$ cat config.mk
export PLATFORM = sky130hd
export DESIGN_NAME = vga_fb_arbiter
export DESIGN_NICKNAME = d
export VERILOG_FILES = /design/src/rtl/vga_fb_arbiter.sv
export SDC_FILE = /design/constraint.sdc
export NUM_CORES = 1
export LEC_CHECK = 0
export ABC_AREA = 1
export CORE_ASPECT_RATIO = 1.5
export CORE_MARGIN = 8
export CORE_UTILIZATION = 58
export CTS_BUF_LIST = sky130_fd_sc_hd__clkbuf_2
export CTS_CLUSTER_SIZE = 16
export DETAILED_ROUTE_END_ITERATION = 16
export PLACE_DENSITY = 0.87
export SLEW_MARGIN = 20
export SYNTH_ARGS = -nofsm -noshare
export SYNTH_HDL_FRONTEND = slang
export SYNTH_SLANG_ARGS = --single-unit
$ cat constraint.sdc
create_clock -name CLOCK_50 -period 2.6 [get_ports CLOCK_50]
set_input_delay 0.65 -clock CLOCK_50 [delete_from_list [all_inputs] [get_ports CLOCK_50]]
set_output_delay 0.65 -clock CLOCK_50 [all_outputs]
set_load 0.03 [all_outputs]
$ cat src/rtl/vga_fb_arbiter.sv
// vga_fb_arbiter: shares one single-port frame-buffer RAM between the VGA scan-out
// path (deadline-critical reads) and a best-effort pixel writer.
//
// Scan reads are generated internally and land in a prefetch FIFO. Urgent scan reads
// (occupancy below half) beat the writer; the writer beats non-urgent scan reads.
// All RAM-side and consumer-side outputs are registered.
//
// Ports:
//   CLOCK_50, RESET_N          clock, asynchronous active-low reset
//   frame_start                pulse: flush FIFO, restart scan at address 0
//   pix_pop / pix_data /
//   pix_empty / underrun       prefetch FIFO consumer side (underrun is sticky)
//   wr_req / wr_addr / wr_data /
//   wr_ack / wr_err            writer handshake (req held until ack)
//   ram_addr / ram_we /
//   ram_wdata / ram_re /
//   ram_rdata                  frame-buffer RAM, read data RAM_LAT cycles after ram_re
//
// Optional feature (macro VGA_FB_ARB_STATS_EN): adds stall_cnt, a saturating count of
// cycles where the writer requests but is not acked; cleared by frame_start.
module vga_fb_arbiter #(
    parameter int unsigned ADDR_W     = 15,
    parameter int unsigned DATA_W     = 8,
    parameter int unsigned FB_PIXELS  = 19200,
    parameter int unsigned FIFO_DEPTH = 8,
    parameter int unsigned RAM_LAT    = 2
) (
    input  logic              CLOCK_50,
    input  logic              RESET_N,
    input  logic              frame_start,
    input  logic              pix_pop,
    output logic [DATA_W-1:0] pix_data,
    output logic              pix_empty,
    output logic              underrun,
    input  logic              wr_req,
    input  logic [ADDR_W-1:0] wr_addr,
    input  logic [DATA_W-1:0] wr_data,
    output logic              wr_ack,
    output logic              wr_err,
    output logic [ADDR_W-1:0] ram_addr,
    output logic              ram_we,
    output logic [DATA_W-1:0] ram_wdata,
    output logic              ram_re,
    input  logic [DATA_W-1:0] ram_rdata
`ifdef VGA_FB_ARB_STATS_EN
    ,
    output logic [15:0]       stall_cnt
`endif
);

    localparam int unsigned PTR_W = $clog2(FIFO_DEPTH);
    localparam int unsigned CNT_W = PTR_W + 1;
    localparam int unsigned OCC_W = $clog2(FIFO_DEPTH + RAM_LAT + 2) + 1;
    localparam logic [ADDR_W-1:0] LAST_ADDR = ADDR_W'(FB_PIXELS - 1);
    localparam logic [OCC_W-1:0]  OCC_FULL  = OCC_W'(FIFO_DEPTH);
    localparam logic [OCC_W-1:0]  OCC_HALF  = OCC_W'(FIFO_DEPTH / 2);

    typedef enum logic [1:0] {StIdle, StFill, StDone} stateT;

    stateT               stateQ, stateD;
    logic [ADDR_W-1:0]   scanAddrQ, scanAddrD;
    // tagQ[k] marks a scan read whose ram_re was high k cycles ago
    logic [RAM_LAT:0]    tagQ, tagD;
    logic [DATA_W-1:0]   fifoMem [FIFO_DEPTH];
    logic [PTR_W-1:0]    rdPtrQ, rdPtrD, wrPtrQ, wrPtrD;
    logic [CNT_W-1:0]    countQ, countD;
    logic [DATA_W-1:0]   pixDataQ, pixDataD;
    logic                pixEmptyQ, pixEmptyD;
    logic                underrunQ, underrunD;
    logic [ADDR_W-1:0]   ramAddrQ, ramAddrD;
    logic [DATA_W-1:0]   ramWdataQ, ramWdataD;
    logic                ramWeQ, ramWeD, ramReQ, ramReD;
    logic                wrAckQ, wrAckD, wrErrQ, wrErrD;

    logic [OCC_W-1:0]    occ, occEff;
    logic [ADDR_W-1:0]   scanBase;
    logic                fillEff, eligible, urgent, wrWant, issueScan, grantWr, wrOob;
    logic                push, pop;

    // Occupancy counts reads still in flight, including one landing this cycle.
    always_comb begin
        occ = OCC_W'(countQ);
        for (int k = 0; k <= int'(RAM_LAT); k++) begin
            occ = occ + OCC_W'(tagQ[k]);
        end
    end

    always_comb begin
        // frame_start flushes everything, so decisions this cycle see an empty pipe
        fillEff  = frame_start || (stateQ == StFill);
        occEff   = frame_start ? '0 : occ;
        scanBase = frame_start ? '0 : scanAddrQ;
        eligible = fillEff && (occEff < OCC_FULL);
        urgent   = eligible && (occEff < OCC_HALF);
        // The cycle carrying an ack cannot grant again: wr_req is still the old request.
        wrWant    = wr_req && !wrAckQ;
        issueScan = urgent || (eligible && !wrWant);
        grantWr   = wrWant && !issueScan;
        wrOob     = wr_addr > LAST_ADDR;

        ramReD    = 1'b0;
        ramWeD    = 1'b0;
        ramAddrD  = '0;
        ramWdataD = '0;
        wrAckD    = 1'b0;
        wrErrD    = 1'b0;
        stateD    = stateQ;
        scanAddrD = scanAddrQ;

        if (frame_start) begin
            stateD    = StFill;
            scanAddrD = '0;
        end

        if (issueScan) begin
            ramReD    = 1'b1;
            ramAddrD  = scanBase;
            scanAddrD = scanBase + ADDR_W'(1);
            if (scanBase == LAST_ADDR) begin
                stateD = StDone;
            end
        end else if (grantWr) begin
            wrAckD = 1'b1;
            if (wrOob) begin
                wrErrD = 1'b1;
            end else begin
                ramWeD    = 1'b1;
                ramAddrD  = wr_addr;
                ramWdataD = wr_data;
            end
        end

        push = tagQ[RAM_LAT] && !frame_start;
        pop  = pix_pop && (countQ != '0) && !frame_start;

        if (frame_start) begin
            tagD   = {{RAM_LAT{1'b0}}, issueScan};
            rdPtrD = '0;
            wrPtrD = '0;
            countD = '0;
        end else begin
            tagD   = {tagQ[RAM_LAT-1:0], issueScan};
            rdPtrD = rdPtrQ + PTR_W'(pop);
            wrPtrD = wrPtrQ + PTR_W'(push);
            countD = countQ + CNT_W'(push) - CNT_W'(pop);
        end

        underrunD = frame_start ? 1'b0 : (underrunQ || (pix_pop && (countQ == '0)));
        pixEmptyD = (countD == '0);
        pixDataD  = pixDataQ;
        if (countD != '0) begin
            // New head may be the word being written this very cycle.
            pixDataD = (push && (wrPtrQ == rdPtrD)) ? ram_rdata : fifoMem[rdPtrD];
        end
    end

`ifdef VGA_FB_ARB_STATS_EN
    logic [15:0] stallCntQ, stallCntD;

    always_comb begin
        stallCntD = stallCntQ;
        if (frame_start) begin
            stallCntD = '0;
        end else if (wr_req && !wrAckQ && (stallCntQ != 16'hFFFF)) begin
            stallCntD = stallCntQ + 16'd1;
        end
    end

    always_ff @(posedge CLOCK_50 or negedge RESET_N) begin
        if (!RESET_N) begin
            stallCntQ <= '0;
        end else begin
            stallCntQ <= stallCntD;
        end
    end

    assign stall_cnt = stallCntQ;
`endif

    always_ff @(posedge CLOCK_50 or negedge RESET_N) begin
        if (!RESET_N) begin
            stateQ    <= StIdle;
            scanAddrQ <= '0;
            tagQ      <= '0;
            rdPtrQ    <= '0;
            wrPtrQ    <= '0;
            countQ    <= '0;
            pixDataQ  <= '0;
            pixEmptyQ <= 1'b1;
            underrunQ <= 1'b0;
            ramAddrQ  <= '0;
            ramWdataQ <= '0;
            ramWeQ    <= 1'b0;
            ramReQ    <= 1'b0;
            wrAckQ    <= 1'b0;
            wrErrQ    <= 1'b0;
        end else begin
            stateQ    <= stateD;
            scanAddrQ <= scanAddrD;
            tagQ      <= tagD;
            rdPtrQ    <= rdPtrD;
            wrPtrQ    <= wrPtrD;
            countQ    <= countD;
            pixDataQ  <= pixDataD;
            pixEmptyQ <= pixEmptyD;
            underrunQ <= underrunD;
            ramAddrQ  <= ramAddrD;
            ramWdataQ <= ramWdataD;
            ramWeQ    <= ramWeD;
            ramReQ    <= ramReD;
            wrAckQ    <= wrAckD;
            wrErrQ    <= wrErrD;
        end
    end

    // Storage needs no reset: count/pointers define what is valid.
    always_ff @(posedge CLOCK_50) begin
        if (push) begin
            fifoMem[wrPtrQ] <= ram_rdata;
        end
    end

    assign pix_data  = pixDataQ;
    assign pix_empty = pixEmptyQ;
    assign underrun  = underrunQ;
    assign ram_addr  = ramAddrQ;
    assign ram_wdata = ramWdataQ;
    assign ram_we    = ramWeQ;
    assign ram_re    = ramReQ;
    assign wr_ack    = wrAckQ;
    assign wr_err    = wrErrQ;

endmodule
==> metrics.cfg, run 1 <==
[drt]
routed_wl_um=16500
vias_per_cell=5.33
wl_per_cell_um=16.4
drt_iter0_markers=336
num_vias=5384
ant_nets=0
dr.pass1.iters=5
drc=0

[finish]
syn2layout_area_growth_pct=23.4
nNetsFinal=900
regArea_um2=3580
fillers=725
multi_input_area_um2=2280
layout_commonest_cell=nand2_1
fin_util_pct=72.2
drive_above_1_share_pct=15.5
n_antenna_cell=0
final_cell_mix=239 x nand2_1, 98 x inv_1, 73 x nand3_1

[synth]
synth_nets=779
dominantRegCellSynth=dfrtp_1
synth-seq-area-share_pct=56.1
syn-instance-count=729
netlist_area_um2=6370
synth_edf_count=64
synth_async_sr_flop_share_pct=50.8
synth_cell_type_count=33
post_synth.cell_area_avg_um2=8.73
yosys_warnings=0
synth-seq-cells=130

[worst_hold_path]
min_path_cells=3
holdCritStartpoint=wr_data[1]
hold_path_class=input port to register
hold_end=ram_wdata[1]

[floorplanning]
die_area_um2=14700
start_util_pct=58.5
num_io_pins=73
core_area_um2=10900
die_h_um=144
num_rows=47
die_width_um=102

[global_route]
grt_pass1_wl_um=26600
overflow=0
grt_max_degree=36
antenna_found_initial=0
grtUsageTotal_pct=23.7
grt_pass1_vias=5658

[setup_path]
r2r-start=countQ[2]
crit_path_top_delay_cell=clkdlybuf4s50_1
startpoint_type=input port
worst_ep_required_time_ns=3.20
critPathMostFrequentCell=nand2_1
path_max_fanout=5
critPathMaxStageDelay_ns=0.49
crit_chain=clkdlybuf4s50_1 > buf_4 > inv_12 > nand2_2 > a21oi_4 > ha_1 > inv_2 > ha_4 > fa_2 > inv_2 > nor2_2 > nor3_2 > nand2_2 > nand2_1 > inv_1 > nand2_1 > nand2_1
crit_type=input port to register
reg2reg_setup_slack_ns=0.10
arrival_ns=3.12
reg2reg_to=pix_data[0]
end_kind=register
reg2regPathDepth=15

[power_and_ir_drop]
power_density_nw_per_um2=745
p_sw_w=0.00221
p_clk_share_pct=19.8
seq_power_share_pct=42.3
p_int_w=0.00365
ir_drop_mv=0.470
switching_share_pct=37.7
combPwrFrac_pct=37.9
total_leakage_power_nw=3.75
total_power_w=0.00585

[timing]
tightest_slew_ns=0.753
fmax_ghz=0.397
setup_ws_ns=0.0836
finClkSkew_ns=0.0306
holdWs_ns=0.487
fin_crit_sh_pct=96.8
slew_headroom_pct=49.8
finalSetupViolCount=0
finalMaxSlewViolations=0
finalCriticalPeriod_ns=2.52
hold_viol_final=0
rsz0062_at_grt=false
fin_tns_setup_ns=0

[clock_network]
cts_buffer_depth=2
htreeDepth=4
cts_inserted_buffers=17
insertion_delay_ns=0.69
cts_tree=done
cts-root-buf=clkbuf_2
cts.reportedPaths.clkPinSlew_ns=0.18
clock_sinks=130

[placed_design]
routabilityCongestion=0.849
numPortBuffers=72
dpl.hpwl_um=11400
dp_slack_ns=-0.606

[flow_run]
max-cap-violations=0

[outcome]
status=finished clean

cell type report:
class | instances | area share (%)
multi-input combinational | 466 | 29.0
clock buffer | 19 | 1.21
clock inverter | 13 | 1.50
timing repair buffer | 124 | 14.9
inverter | 111 | 5.49
tap | 147 | 2.34
sequential | 130 | 45.5
synth_stat cells (8+ instances only):
cell / instances / area [um2]
buf_2: 13 / 65.1
edfxtp_1: 64 / 1920
inv_2: 8 / 30.0
inv_1: 102 / 383
ha_1: 12 / 150
nand3_1: 73 / 365
nand4_1: 14 / 87.6
nor2_2: 8 / 50.1
nand2_1: 239 / 897
dfrtp_1: 65 / 1630
nor2_1: 70 / 263
logic make-up (layout without fill, tap and decap cells):
logic type                 after synthesis  count (layout)  synth area share [%]
buffers and inverters                  134             267                  8.92
xor gates and xnor gates                 9               9                  1.24
and+or+nand+nor                        427             428                  29.3
adders and majority gates               14              14                  2.99
DFF                                    130             130                  56.1
AOI/OAI and AO/OA                       15              15                  1.38
what timing repair did:
item                       in CTS  in global routing
setup endpoints to repair      10                 10
resized for setup               4                  9
setup buffers                   1                  4
hold endpoints to repair       30                  0
gates cloned                    1                  0
pin swaps                       2                  6
hold buffers                    1                  0
metal layers:
metal / vias up / global-route usage (%) / wire length (um)
met5: - / 0 / 0
met4: 0 / 15.0 / 974
met3: 88 / 5.45 / 1030
met2: 256 / 43.0 / 8900
met1: 2510 / 23.7 / 5630
li1: 2530 / - / -
registers in the layout, indices dropped and copies added, names as in the netlist:
name	flops
ram_wdata	8
countQ	4
underrun	1
rdPtrQ	3
pix_empty	1
scanAddrQ	15
ram_we	1
fifoMem	64
stateQ	2
pix_data	8
wr_err	1
wr_ack	1
ram_addr	15
tagQ	3
wrPtrQ	3
stage by stage:
step	instance area (um2)	instances
after floorplan	6400	729
after global placement	7550	971
after detailed placement	7550	971
after CTS	7800	1006
after global routing	7860	1010
final	7860	1010
power by group through the flow:
stage / Combinational, W / Sequential [W] / Clock, W
2_1_floorplan: 0.00101 / 0.00273 / 0
3_3_place_gp: 0.00194 / 0.00250 / 0
3_5_place_dp: 0.00204 / 0.00250 / 0
4_1_cts: 0.00209 / 0.00246 / 0.00118
5_1_grt: 0.00240 / 0.00250 / 0.00126
6_report: 0.00222 / 0.00248 / 0.00116
how the worst max path moves through the flow:
stage / startpoint / end / slack (ns) / cells past startpoint
final: frame_start / pix_data[0] / 0.08 / 17
after floorplan: frame_start / pix_data[0] / -0.03 / 16
after global placement: frame_start / pix_data[5] / -0.52 / 16
after CTS: countQ[2] / pix_data[0] / 0.004 / 15
after global routing: countQ[3] / pix_data[0] / 0.01 / 15
after detailed placement: frame_start / pix_data[0] / -0.61 / 16
critical path: cells and delay by family:
family                     cells  cell delay [ns]
AOI/OAI and AO/OA              1             0.04
adders and majority gates      3             0.90
buffers and inverters          6             0.88
and+or+nand+nor                7             0.66
Power figures use the tool's default switching activity.
==> run 2: changes to the inputs <==
--- a/config.mk
+++ b/config.mk
@@ -5,11 +5,10 @@
 export SDC_FILE = /design/constraint.sdc
 export NUM_CORES = 1
 export LEC_CHECK = 0
-export ABC_AREA = 1
 export CORE_ASPECT_RATIO = 1.5
 export CORE_MARGIN = 8
-export CORE_UTILIZATION = 58
-export CTS_BUF_LIST = sky130_fd_sc_hd__clkbuf_2
+export CORE_UTILIZATION = 57
+export CTS_BUF_LIST = sky130_fd_sc_hd__clkbuf_4 sky130_fd_sc_hd__clkbuf_8
 export CTS_CLUSTER_SIZE = 16
 export DETAILED_ROUTE_END_ITERATION = 16
 export PLACE_DENSITY = 0.87
==> run 2 against run 1 <==
Net effect:
- the flow now finishes with violations (setup timing)
- clock skew down 0.019 ns
- combinational power up 13%
- hold slack worse by 0.24 ns
- synthesized cell count down 39%
- synthesized area down 11%
- global-route usage down 1.2 points
- sequential share of layout area up 0.86 points
- critical path depth down 3
- non-clock buffer count up 10
- die area down 8.6%
- first-iteration DRC count down 12%
- routed wire length down 6.9%
- largest cell class unchanged
==> metrics.cfg, run 2 <==
[setup_path]
critPathMaxStageDelay_ns=0.38
path_max_fanout=6
worst-path-buf-inv=4
worstSetupStartpoint=countQ[2]
reg2reg_setup_slack_ns=-0.21
r2r-start=countQ[2]
worst_ep_required_time_ns=2.93
reg2reg_to=pix_data[5]
reg2regPathDepth=14
critPathMostFrequentCell=ha_4
arrival_ns=3.14
cp_top_family=simple AND/OR/NAND/NOR gates
end_kind=register
crit_chain=inv_2 > ha_4 > nor3b_4 > nor3b_4 > ha_4 > inv_2 > ha_4 > and3_4 > or3_4 > a41oi_4 > buf_12 > clkinvlp_4 > a21oi_2 > a21oi_2
cp.depth=14
endpoint=pix_data[5]
crit_path_top_delay_cell=or3_4
startpoint_type=register
crit_type=register to register

[clock_network]
cts.reportedPaths.clkPinSlew_ns=0.07
clock_sinks=130
cts_tree=done
cts_inserted_buffers=17
cts-root-buf=clkbuf_8
cts_buffer_depth=2
htreeDepth=4
insertion_delay_ns=0.44

[timing]
tightest_slew_ns=0.701
finalCriticalPeriod_ns=2.81
rsz0062_at_grt=true
fmax_ghz=0.356
hold_viol_final=0
slew_headroom_pct=53.2
finalSetupViolCount=10
finClkSkew_ns=0.0120
fin_crit_sh_pct=108
setup_ws_ns=-0.209
finalMaxSlewViolations=0

[floorplanning]
die_area_um2=13400
core_area_um2=9630
start_util_pct=58.5
die_h_um=138
num_io_pins=73
num_rows=44
die_width_um=97.2

[global_route]
antenna_found_initial=0
grt_pass1_wl_um=23300
grtUsageTotal_pct=22.5
overflow=0
grt_pass1_vias=4613
grt_max_degree=37

[power_and_ir_drop]
p_clk_share_pct=28.4
p_int_w=0.00469
switching_share_pct=32.7
combPwrFrac_pct=35.8
total_leakage_power_nw=3.04
seq_power_share_pct=35.7
p_sw_w=0.00228
ir_drop_mv=0.729
power_density_nw_per_um2=904

[synth]
synth_top_family_by_area=simple AND/OR/NAND/NOR gates
dominantRegCellSynth=dfrtp_1
synth_edf_count=64
post_synth.cell_area_avg_um2=12.6
yosys.area_share.adder_pct=3.37
synth_area_leaders=edfxtp_1 34%, dfrtp_1 29%, a21oi_1 2.8%
syn-instance-count=447
ys_top_cells_by_count=65 x dfrtp_1, 64 x edfxtp_1, 32 x a21oi_1
synth_nets=497
synth_cell_type_count=53
yosys_warnings=0
muxShareOfSynthArea_pct=3.55
synth_async_sr_flop_share_pct=50.8
synth_top_area_share_pct=34.1
netlist_area_um2=5640
synth-seq-cells=130
synth_compound_area_share_pct=11.7
synth_simple_gate_area_share_pct=13.2
synth_area_leader_cell=edfxtp_1
synth-xor-area-share_pct=1.40
synth-seq-area-share_pct=63.4
yosysMostFrequentCell=dfrtp_1

[placed_design]
dp_slack_ns=-0.623
dpl.hpwl_um=9820
place_area_um2=6900
routabilityCongestion=0.901
numPortBuffers=72

[drt]
vias_per_cell=6.21
wl_per_cell_um=21.8
drc=0
dr.pass1.iters=5
ant_nets=0
routed_wl_um=15400
drt_iter0_markers=295
num_vias=4394

[worst_hold_path]
hold_path_class=input port to async pin

[finish]
drive_above_1_share_pct=26.2
syn2layout_area_growth_pct=36.6
final_cell_mix=70 x clkdlybuf4s50_1, 65 x dfrtp_1, 64 x edfxtp_1
fin_area_um2=7710
layout_commonest_cell=clkdlybuf4s50_1
regMostFlops=fifoMem
largest_reg_flops=64
nNetsFinal=629
n_antenna_cell=0

[flow_run]
max-cap-violations=0

[outcome]
violations=setup timing
status=finished, violations left

==> run 2: power groups by stage <==
stage / Clock [W] / Combinational, W / Sequential (W)
after floorplan: 0 / 0.000950 / 0.00271
after global placement: 0 / 0.00195 / 0.00251
after detailed placement: 0 / 0.00204 / 0.00252
after CTS: 0.00200 / 0.00231 / 0.00248
after global routing: 0.00208 / 0.00266 / 0.00251
final: 0.00198 / 0.00250 / 0.00249
==> run 2: cells by family after synthesis <==
logic type                 Yosys count
muxes                               16
xor gates and xnor gates             9
DFF                                130
buffers and inverters               47
AOI/OAI and AO/OA                   94
adders and majority gates           14
and+or+nand+nor                    137
==> run 2: worst min path at each step <==
stage	depth (start not counted)	slack (ns)	to	start
2_1_floorplan	0	0.35	countQ[0]	RESET_N
3_3_place_gp	1	0.45	stateQ[0]	stateQ[0]
3_5_place_dp	1	0.48	stateQ[0]	stateQ[0]
4_1_cts	1	0.23	ram_addr[9]	RESET_N
5_1_grt	1	0.27	tagQ[0]	RESET_N
6_report	1	0.25	tagQ[0]	RESET_N
==> run 2: what timing repair did <==
| action | 4_1_cts | 5_1_grt |
|---|---|---|
| hold buffers | 0 | 0 |
| gates cloned | 1 | 0 |
| pin swaps | 18 | 17 |
| gates resized for setup | 26 | 22 |
| setup endpoints to repair | 21 | 50 |
| buffers inserted | 7 | 3 |
==> run 2: area by class of cell <==
class                   instances  area [um2]
fillers                       488        1930
repair buffers                134        1240
inverters                      25        96.3
flip-flops and latches        130        3570
repair inverters                1        7.51
clock inverters                15         231
well taps                     115         144
multi-input cells             270        2180
clock buffers                  17         234
==> run 2: metrics by stage <==
stage	instances	hold WS [ns]	util, %	power, W	TNS, ns
2_1_floorplan	447	0.354	-	0.00366	-4.65
3_3_place_gp	665	0.453	71.7	0.00446	-4.37
3_5_place_dp	665	0.475	71.7	0.00455	-5.65
4_1_cts	704	0.230	78.4	0.00680	-0.871
5_1_grt	707	0.271	80.0	0.00724	-2.69
6_report	707	0.250	80.0	0.00697	-1.49
==> run 2: per-layer routing <==
metal / GRT usage [%] / wire (um) / vias to the layer above
li1: - / - / 1919
met1: 21.0 / 5220 / 2192
met2: 42.3 / 8450 / 239
met3: 6.33 / 1060 / 44
met4: 14.6 / 658 / 0
met5: 0 / 0 / -
==> run 3: changes to the inputs <==
--- a/config.mk
+++ b/config.mk
@@ -11,6 +11,7 @@
 export CTS_BUF_LIST = sky130_fd_sc_hd__clkbuf_4 sky130_fd_sc_hd__clkbuf_8
 export CTS_CLUSTER_SIZE = 16
 export DETAILED_ROUTE_END_ITERATION = 16
+export HOLD_SLACK_MARGIN = 0.06
 export PLACE_DENSITY = 0.87
 export SLEW_MARGIN = 20
 export SYNTH_ARGS = -nofsm -noshare
==> results of run 3 <==
No change in the layout: final DEF, timing and power equal those of run 2.
